## config.mk

```make
export PLATFORM = sky130hd
export DESIGN_NAME = multicycle_ctrl_flat
export DESIGN_NICKNAME = d
export VERILOG_FILES = /design/src/rtl/multicycle_ctrl_if.sv /design/src/rtl/multicycle_ctrl.sv /design/src/flat_wrapper.sv
export SDC_FILE = /design/constraint.sdc
export NUM_CORES = 1
export LEC_CHECK = 0
export BUFFER_PORTS_ARGS = -buffer_cell sky130_fd_sc_hd__buf_2
export CORE_AREA = 2 2 39 41
export DETAILED_ROUTE_END_ITERATION = 12
export DIE_AREA = 0 0 41 43
export SYNTH_ARGS = -nofsm -noshare
export SYNTH_HDL_FRONTEND = slang
export SYNTH_SLANG_ARGS = --single-unit
```

## constraint.sdc

```tcl
create_clock -name clk -period 1.6 [get_ports clk]
set_input_delay 0.4 -clock clk [delete_from_list [all_inputs] [get_ports clk]]
set_output_delay 0.4 -clock clk [all_outputs]
set_load 0.05 [all_outputs]
```

## src/rtl/multicycle_ctrl_if.sv

```systemverilog
// rtl/multicycle_ctrl_if.sv - controller-to-datapath/instruction-memory signal bundle
interface multicycle_ctrl_if;
    logic [4:0] opcode;
    logic       zero;
    logic       mem_ready;
    logic       mem_req;
    logic       ir_ld;
    logic       pc_we;
    logic       pc_sel;
    logic       rf_we;
    logic       retire;
    logic       halted;
    logic       err;

    modport master (
        output opcode, zero, mem_ready,
        input  mem_req, ir_ld, pc_we, pc_sel, rf_we, retire, halted, err
    );

    modport slave (
        input  opcode, zero, mem_ready,
        output mem_req, ir_ld, pc_we, pc_sel, rf_we, retire, halted, err
    );
endinterface

```

## src/rtl/multicycle_ctrl.sv

```systemverilog
// rtl/multicycle_ctrl.sv - multicycle CPU control FSM (IDLE/FETCH/DECODE/EXEC/WB/HALT/ERR)
// Optional FETCH wait timeout enabled by defining FETCH_TIMEOUT_EN.
module multicycle_ctrl #(
    parameter int unsigned TIMEOUT = 15
) (
    input  logic               clk,
    input  logic               rst,
    multicycle_ctrl_if.slave   bus
);
    typedef enum logic [2:0] {
        S_IDLE, S_FETCH, S_DECODE, S_EXEC, S_WB, S_HALT, S_ERR
    } state_t;

    localparam logic [4:0] OP_ADDI = 5'b01000;
    localparam logic [4:0] OP_XOR  = 5'b11011;
    localparam logic [4:0] OP_BEQZ = 5'b01100;
    localparam logic [4:0] OP_HALT = 5'b00000;

    state_t state_q, state_d;
    logic   mem_req, ir_ld, pc_we, pc_sel, rf_we, retire, halted, err;

`ifdef FETCH_TIMEOUT_EN
    localparam logic [7:0] TIMEOUT_CNT = 8'(TIMEOUT);
    logic [7:0] wait_cnt_q, wait_cnt_d;

    always_ff @(posedge clk or negedge rst) begin
        if (!rst) wait_cnt_q <= '0;
        else      wait_cnt_q <= wait_cnt_d;
    end
`endif

    always_ff @(posedge clk or negedge rst) begin
        if (!rst) state_q <= S_IDLE;
        else      state_q <= state_d;
    end

    always_comb begin
        state_d = state_q;
        mem_req = 1'b0;
        ir_ld   = 1'b0;
        pc_we   = 1'b0;
        pc_sel  = 1'b0;
        rf_we   = 1'b0;
        retire  = 1'b0;
        halted  = 1'b0;
        err     = 1'b0;
`ifdef FETCH_TIMEOUT_EN
        wait_cnt_d = '0;
`endif
        case (state_q)
            S_IDLE:   state_d = S_FETCH;
            S_FETCH: begin
                mem_req = 1'b1;
                if (bus.mem_ready) begin
                    ir_ld   = 1'b1;
                    state_d = S_DECODE;
                end
`ifdef FETCH_TIMEOUT_EN
                else begin
                    // Error is taken on the wait cycle that brings the count to TIMEOUT.
                    wait_cnt_d = wait_cnt_q + 8'd1;
                    if (wait_cnt_d == TIMEOUT_CNT) state_d = S_ERR;
                end
`endif
            end
            S_DECODE: state_d = S_EXEC;
            S_EXEC: begin
                case (bus.opcode)
                    OP_ADDI, OP_XOR: state_d = S_WB;
                    OP_BEQZ: begin
                        pc_we   = 1'b1;
                        pc_sel  = bus.zero;
                        retire  = 1'b1;
                        state_d = S_FETCH;
                    end
                    OP_HALT: begin
                        retire  = 1'b1;
                        state_d = S_HALT;
                    end
                    default: state_d = S_ERR;
                endcase
            end
            S_WB: begin
                rf_we   = 1'b1;
                pc_we   = 1'b1;
                retire  = 1'b1;
                state_d = S_FETCH;
            end
            S_HALT:   halted = 1'b1;
            S_ERR:    err    = 1'b1;
            default:  state_d = S_ERR;
        endcase
    end

    assign bus.mem_req = mem_req;
    assign bus.ir_ld   = ir_ld;
    assign bus.pc_we   = pc_we;
    assign bus.pc_sel  = pc_sel;
    assign bus.rf_we   = rf_we;
    assign bus.retire  = retire;
    assign bus.halted  = halted;
    assign bus.err     = err;
endmodule

```

## src/flat_wrapper.sv

```systemverilog
// flat-port wrapper written by rule: the top's interface ports become plain ports
module multicycle_ctrl_flat 
#(
    parameter int unsigned TIMEOUT = 15
)
  (clk, rst, bus_opcode, bus_zero, bus_mem_ready, bus_mem_req, bus_ir_ld, bus_pc_we, bus_pc_sel, bus_rf_we, bus_retire, bus_halted, bus_err);
  multicycle_ctrl_if bus_i ();
  input  logic clk;
  input  logic rst;
  input wire logic [$bits(bus_i.opcode)-1:0] bus_opcode;
  input wire logic [$bits(bus_i.zero)-1:0] bus_zero;
  input wire logic [$bits(bus_i.mem_ready)-1:0] bus_mem_ready;
  output wire logic [$bits(bus_i.mem_req)-1:0] bus_mem_req;
  output wire logic [$bits(bus_i.ir_ld)-1:0] bus_ir_ld;
  output wire logic [$bits(bus_i.pc_we)-1:0] bus_pc_we;
  output wire logic [$bits(bus_i.pc_sel)-1:0] bus_pc_sel;
  output wire logic [$bits(bus_i.rf_we)-1:0] bus_rf_we;
  output wire logic [$bits(bus_i.retire)-1:0] bus_retire;
  output wire logic [$bits(bus_i.halted)-1:0] bus_halted;
  output wire logic [$bits(bus_i.err)-1:0] bus_err;
  assign bus_i.opcode = bus_opcode;
  assign bus_i.zero = bus_zero;
  assign bus_i.mem_ready = bus_mem_ready;
  assign bus_mem_req = bus_i.mem_req;
  assign bus_ir_ld = bus_i.ir_ld;
  assign bus_pc_we = bus_i.pc_we;
  assign bus_pc_sel = bus_i.pc_sel;
  assign bus_rf_we = bus_i.rf_we;
  assign bus_retire = bus_i.retire;
  assign bus_halted = bus_i.halted;
  assign bus_err = bus_i.err;
  multicycle_ctrl #(.TIMEOUT(TIMEOUT)) u_core (.clk(clk), .rst(rst), .bus(bus_i));
endmodule
```

==> run metrics, run 1 <==
status complete, but fails checks; failing checks negative setup slack; diode count 0; Pins Over Slew Limit 0; post-synthesis xor/xnor area fraction 0%; placed instance area 488 sq um; Startpoint Class primary input; gr ovfl total 0; maximum VDD drop 0.206 mV; Max Root-Sink Buffers 2; num rows 14; DR WL/cell 10.3 um; Fin. Hold Viols 0; Simple-Gate Fraction of Synth Area 45.6%; setup slack after layout -0.357 ns; Reg clk slew, reported paths 0.04 ns; Worst path max stage delay 0.39 ns; post-route clock skew 0.00679 ns; all-layer global routing usage 11.0%; TritonCTS clock tree built; drt via density 4.49; critical path cell sequence buf_6 > or3_4 > or3_4 > o21ai_4 > buf_6; critical path arrival 1.56 ns; most flop-heavy register u_core.state_q; largest net degree at the start of global routing 7; Die Wd 41 um; Slew @ Worst Pin 0.266 ns; Place WS -0.457 ns; Required @ worst endpoint 1.20 ns; Die H 43 um; P_leak 0.347 nW; Synth Area in Compound Gates 20.9%; Max stage delay cell, worst path or3_4; yosys warns 0; max FFs per register 3; total number of H-tree levels 1; Iteration-0 DRC Markers 2; synth unique cells 20; Seq cells post-synth 3; maximum clock frequency 511 MHz; final wirelength 899 um; routed vias 391; design area 728 sq um; count of final setup violators 7; largest family of logic cells by synthesized area simple AND/OR/NAND/NOR gates; Period minus WS final 1.96 ns; CTS buffer count 3; area delta synth->final 183%; first-pass GRT wire length 1260 um; pwr dens 353 mW/mm^2; Post-Syn Instances 32; HP Class primary input to async pin; Finished Core Util 52.6%; Root Buffer clkbuf_4; area of the mapped netlist 258 sq um; Post-Syn Area per Cell 8.05 sq um; CP Capture Type primary output; Mapped Nets 41; initial core utilization 18.6%; adder-cell area share of the yosys netlist 0%; slew margin rel. 82.2%; sequential fraction of the synthesis area 29.1%; mux cell area share after synthesis 0%; number of max-cap violations 0; Largest regs u_core.state_q: 3 flops; RSZ-0062 raised after global routing true; fin crit share 122%; layout cell share with drive strength beyond 1 70.4%; Residual DRC 0; die area 0.00176 sq mm; Max FO, Critical Path 2; port bufs 16; IO Pins 17; clock latency at the later pin of the worst-skew pair 0.25 ns; Setup TNS -1.11 ns; Setup CP Type primary input to primary output; final hold slack 0.483 ns; # nets final 81; number of global-route vias before repair 338; gpl congestion 0.692; Pre-antenna DRT Iters 2; antenna-violating nets left 0; clock tree sinks 3; core area 0.00138 sq mm; initial antenna violation count 0; DP HPWL 586 um
-- per-stage QoR --
step,total power [W],cells
2_1_floorplan,0.0000910,32
3_3_place_gp,0.000110,72
3_5_place_dp,0.000110,72
4_1_cts,0.000256,81
5_1_grt,0.000276,87
6_report,0.000257,87
-- worst max-delay path, delay by kind of cell --
| family | cells | cell delay (ns) |
|---|---|---|
| buf+inv | 2 | 0.26 |
| compound gates | 1 | 0.13 |
| simple gates | 2 | 0.77 |
-- report_power, final --
part,switching [W],internal [W]
clock,0.0000478,0.0000940
sequential,0,0.0000763
combinational,0.0000156,0.0000237
total,0.0000634,0.000194
-- kinds of logic after synthesis --
family | Yosys count
flops | 3
compound gates | 8
simple gates | 18
buf+inv | 3
-- path summary, 6_finish.rpt --
path	cells after the start	start	slack, ns	endpoint
max	5	bus_opcode[4]	-0.36	bus_retire
min	2	rst	0.48	u_core.state_q[2]
max reg2reg	7	u_core.state_q[2]	0.08	u_core.state_q[1]
min reg2reg	2	u_core.state_q[0]	0.70	u_core.state_q[0]
max in group asynchronous	2	rst	1.01	u_core.state_q[1]
min in group clk	4	bus_opcode[4]	0.49	u_core.state_q[1]
-- Yosys cell counts --
| master | count | area (sq um) |
|---|---|---|
| nand2_1 | 5 | 18.8 |
| dfrtp_1 | 3 | 75.1 |
| and2b_1 | 2 | 15.0 |
| inv_1 | 2 | 7.51 |
| nor2_1 | 2 | 7.51 |
| nor4_1 | 2 | 12.5 |
| o31ai_1 | 2 | 15.0 |
| or3_4 | 2 | 22.5 |
| a21o_1 | 1 | 7.51 |
| a31oi_1 | 1 | 6.26 |
| and3b_1 | 1 | 8.76 |
| clkbuf_1 | 1 | 3.75 |
| nand2b_1 | 1 | 6.26 |
| nand3b_1 | 1 | 7.51 |
| nor4bb_1 | 1 | 10.0 |
| o211ai_1 | 1 | 7.51 |
| o21ai_0 | 1 | 5.00 |
| o21ai_1 | 1 | 5.00 |
| o21bai_1 | 1 | 7.51 |
| or3b_1 | 1 | 8.76 |
-- metal layers --
| metal | vias up | GRT usage, % | share of wire, % |
|---|---|---|---|
| met5 | - | 0 | 0 |
| met4 | 0 | 10.0 | 2.8 |
| met3 | 2 | 1.57 | 5.0 |
| met2 | 13 | 18.1 | 59 |
| met1 | 180 | 10.6 | 33 |
| li1 | 196 | - | - |
-- placed cells by master (no fill, tap or decap), drive strengths merged --
master | synthesis | routed
o21bai | 1 | 1
a31oi | 1 | 1
nand3b | 1 | 1
nand2 | 5 | 5
buf | 0 | 35
a21o | 1 | 1
nor4 | 2 | 2
and2b | 2 | 2
or3 | 2 | 2
nor2 | 2 | 2
o21ai | 2 | 2
clkbuf | 1 | 4
dlygate4sd3 | 0 | 1
dfrtp | 3 | 3
or3b | 1 | 1
nand2b | 1 | 1
inv | 2 | 1
nor4bb | 1 | 1
and3b | 1 | 1
o31ai | 2 | 2
o211ai | 1 | 1
clkinvlp | 0 | 1
-- final cells by class --
| type | instances | area, sq um |
|---|---|---|
| clock buffer | 4 | 26.3 |
| fill | 124 | 656 |
| inverter | 2 | 11.3 |
| multi-input combinational | 26 | 259 |
| sequential | 3 | 75.1 |
| tap | 16 | 20.0 |
| timing repair buffer | 36 | 337 |
-- repair_timing --
action | 4_1_cts | 5_1_grt
hold endpoints to repair | 3 | 0
endpoints found under the setup margin | 7 | 8
setup buffers | 4 | 6
pin swaps | 3 | 5
resized for setup | 20 | 14
hold buffers | 1 | 0
(Power assumes the default switching activity.)
==> run 2, diff against run 1 <==
--- a/config.mk
+++ b/config.mk
@@ -6,9 +6,12 @@
 export NUM_CORES = 1
 export LEC_CHECK = 0
 export BUFFER_PORTS_ARGS = -buffer_cell sky130_fd_sc_hd__buf_2
+export CAP_MARGIN = 10
 export CORE_AREA = 2 2 39 41
 export DETAILED_ROUTE_END_ITERATION = 12
 export DIE_AREA = 0 0 41 43
+export SKIP_LAST_GASP = 1
 export SYNTH_ARGS = -nofsm -noshare
 export SYNTH_HDL_FRONTEND = slang
 export SYNTH_SLANG_ARGS = --single-unit
+export TNS_END_PERCENT = 100
==> run metrics, run 2 (same netlist as run 1, synthesis figures left out) <==
Required @ worst endpoint 1.20 ns; all-layer global routing usage 11.0%; Finished Core Util 52.1%; drt via density 4.45; Largest regs u_core.state_q: 3 flops; HP Class primary input to async pin; Die H 43 um; Fin. Hold Viols 0; Reg2Reg Depth 7; placed instance area 488 sq um; critical path arrival 1.56 ns; DP HPWL 586 um; clock latency at the later pin of the worst-skew pair 0.25 ns; gpl congestion 0.692; # fillers 129; Startpoint Class primary input; diode count 0; Max Root-Sink Buffers 2; initial core utilization 18.6%; number of max-cap violations 0; CTS buffer count 3; Iteration-0 DRC Markers 2; design area 721 sq um; P_leak 0.346 nW; gr ovfl total 0; Max FO, Critical Path 2; largest net degree at the start of global routing 7; fin crit share 122%; RSZ-0062 raised after global routing true; R2R Setup Slk 0.08 ns; setup slack after layout -0.356 ns; area delta synth->final 180%; maximum VDD drop 0.203 mV; num rows 14; Setup CP Type primary input to primary output; slew margin rel. 81.9%; # nets final 82; Pre-antenna DRT Iters 2; Worst R2R End u_core.state_q[1]; Reg clk slew, reported paths 0.04 ns; most flop-heavy register u_core.state_q; count of final setup violators 7; layout cell share with drive strength beyond 1 70.8%; total number of H-tree levels 1; IO Pins 17; maximum clock frequency 511 MHz; DR WL/cell 10.4 um; Root Buffer clkbuf_4; port bufs 16; die area 0.00176 sq mm; Slew @ Worst Pin 0.271 ns; failing checks negative setup slack; max FFs per register 3; CP Capture Type primary output; Residual DRC 0; clock tree sinks 3; pwr dens 355 mW/mm^2; TritonCTS clock tree built; routed vias 392; antenna-violating nets left 0; initial antenna violation count 0; first-pass GRT wire length 1260 um; RR Startpoint u_core.state_q[2]; number of global-route vias before repair 338; Pins Over Slew Limit 0; post-route clock skew 0.00676 ns; Period minus WS final 1.96 ns; most frequent cells in the layout buf_6, buf_4, buf_2, nand2_1; core area 0.00138 sq mm; Die Wd 41 um; final wirelength 913 um; status complete, but fails checks
-- run 2: critical path, stage by stage --
cell and delay [ns]:
buf_6 0.09, or3_4 0.38, or3_4 0.39, o21ai_4 0.13
buf_6 0.17
-- run 2: final cells by class --
class                           count  area [sq um]  area share [%]
Clock buffer                        4          26.3            3.65
Inverter                            2          11.3            1.56
Multi-Input combinational cell     26           254            35.2
Sequential cell                     3          75.1            10.4
Tap cell                           16          20.0            2.78
Timing Repair Buffer               37           334            46.4
-- run 2: how the worst max path moves through the flow --
stage | from | to | slack [ns] | cells past startpoint
finish | bus_opcode[4] | bus_retire | -0.36 | 5
global route | bus_opcode[1] | bus_retire | -0.39 | 5
CTS | bus_opcode[4] | bus_retire | -0.36 | 5
detailed placement | bus_opcode[4] | bus_retire | -0.46 | 5
global placement | bus_opcode[4] | bus_retire | -0.45 | 5
floorplan | bus_opcode[4] | bus_retire | -0.34 | 3
-- run 2: through the flow --
step	hold WS (ns)	total power (W)	instances	setup TNS [ns]	setup WS (ns)
after floorplan	0.104	0.0000910	32	-0.805	-0.337
after global routing	0.498	0.000274	88	-1.51	-0.386
after CTS	0.487	0.000256	81	-1.14	-0.363
after detailed placement	0.196	0.000110	72	-1.13	-0.457
final	0.485	0.000256	88	-1.13	-0.356
after global placement	0.196	0.000110	72	-1.11	-0.454
-- run 2: where the power goes --
part / switching [W] / internal [W]
Sequential: 0 / 0.0000763
Combinational: 0.0000156 / 0.0000222
Clock: 0.0000477 / 0.0000940
Total: 0.0000633 / 0.000192
-- run 2: repair_timing --
action                                  in CTS  in global routing
pin swaps                                    3                  5
endpoints found under the hold margin        3                  0
endpoints found under the setup margin       7                  8
setup buffers                                4                  7
hold buffers                                 1                  0
resized for setup                           19                 13
-- run 2: per-layer routing --
layer  wire length (um)  global-route usage, %  share of wire, %  vias up
li1                   -                      -                 -      199
met5                  0                      0                 0        -
met2                537                   18.1                59       13
met1                305                   10.6                33      178
met3                 44                   1.57               4.8        2
met4                 25                   10.0               2.7        0
==> run 3, diff against run 2 <==
==> constraint.sdc (replaced) <==
create_clock -name clk -period 1.6 [get_ports clk]
set_input_delay 0.4 -clock clk [delete_from_list [all_inputs] [get_ports clk]]
set_output_delay 0.4 -clock clk [all_outputs]
set_load 0.01 [all_outputs]
==> run metrics, run 3 (same netlist as run 1, synthesis figures left out) <==
status complete, but fails checks; failing checks negative setup slack; antenna-violating nets left 0; post-route clock skew 0.000283 ns; number of global-route vias before repair 310; Iteration-0 DRC Markers 4; clock tree sinks 3; initial core utilization 18.6%; # fillers 155; gr ovfl total 0; clock latency at the later pin of the worst-skew pair 0.23 ns; Finished Core Util 37.2%; Root Buffer clkbuf_4; first-pass GRT wire length 1150 um; Setup crit start bus_opcode[4]; Fin. Hold Viols 0; critical path arrival 1.50 ns; Die H 43 um; Max Root-Sink Buffers 2; diode count 0; # nets final 72; largest net degree at the start of global routing 10; RR Startpoint u_core.state_q[1]; Pins Over Slew Limit 0; num rows 14; RSZ-0062 raised after global routing true; Worst R2R End u_core.state_q[0]; all-layer global routing usage 10.1%; Pre-antenna DRT Iters 4; Setup TNS -0.814 ns; P_leak 0.280 nW; HP Class primary input to async pin; fin crit share 119%; Largest regs u_core.state_q: 3 flops; maximum VDD drop 0.199 mV; routed vias 336; core area 0.00138 sq mm; Place WS -0.328 ns; Required @ worst endpoint 1.20 ns; TritonCTS clock tree built; IO Pins 17; pwr dens 478 mW/mm^2; final wirelength 683 um; port bufs 16; Period minus WS final 1.90 ns; Startpoint Class primary input; CTS buffer count 3; layout cell share with drive strength beyond 1 58.1%; max FFs per register 3; Setup CP Type primary input to primary output; Die Wd 41 um; total number of H-tree levels 1; number of max-cap violations 0; most flop-heavy register u_core.state_q; initial antenna violation count 0; slew margin rel. 76.7%; Slew @ Worst Pin 0.345 ns; Residual DRC 0; die area 0.00176 sq mm; DR WL/cell 8.76 um; Reg clk slew, reported paths 0.04 ns; area delta synth->final 99.5%; Max FO, Critical Path 2; drt via density 4.31; count of final setup violators 5; R2R Setup Slk 0.27 ns; design area 514 sq um; most frequent cells in the layout buf_2, buf_4, nand2_1, buf_6; gpl congestion 0.734; setup slack after layout -0.300 ns; placed instance area 418 sq um; Reg2Reg Depth 5; CP Capture Type primary output; most common cell after layout, fill and taps aside buf_2; DP HPWL 547 um; maximum clock frequency 526 MHz
[run 3: metrics by stage]
stage               instances  hold slack (ns)  total power (W)
floorplan                  32            0.104        0.0000870
CTS                        77            0.494         0.000254
detailed placement         70            0.196         0.000105
global placement           70            0.198         0.000105
global route               78            0.503         0.000263
finish                     78            0.492         0.000246
[run 3: area by class of cell]
class,count,area [sq um],share of cell area [%]
inverters,2,7.51,1.46
flip-flops and latches,3,75.1,14.6
multi-input cells,26,198,38.4
well taps,16,20.0,3.89
repair buffers,27,188,36.5
clock buffers,4,26.3,5.11
[run 3: power by group]
group / switching, W / internal (W) / leakage [nW]
Clock: 0.0000406 / 0.0000935 / 0.0150
Sequential: 0 / 0.0000763 / 0.0315
Combinational: 0.0000127 / 0.0000228 / 0.233
Total: 0.0000534 / 0.000193 / 0.280
[run 3: per-layer routing]
metal  track usage [%]  routed length [um]  vias up
met5                 0                   0        -
li1                  -                   -      177
met2              13.8                 354       15
met1              11.6                 258      142
met4              12.0                  12        0
met3              1.57                  57        2
[run 3: how the worst max path moves through the flow]
stage | cells past startpoint | slack (ns) | end
after floorplan | 3 | -0.12 | bus_retire
after global placement | 5 | -0.32 | bus_retire
after detailed placement | 5 | -0.33 | bus_retire
after CTS | 5 | -0.31 | bus_retire
after global routing | 5 | -0.33 | bus_retire
final | 5 | -0.30 | bus_retire
[run 3: critical path, stage by stage]
cell     delay, ns
buf_6         0.09
or3_4         0.38
or3_4         0.39
o21ai_4       0.13
buf_6         0.11
[run 3: what timing repair did]
item                                    CTS  global route
buffers inserted                          2             1
endpoints found under the setup margin    6             6
pin swaps                                 1             0
hold buffers                              1             0
hold endpoints to repair                  3             0
gates resized for setup                   8             0
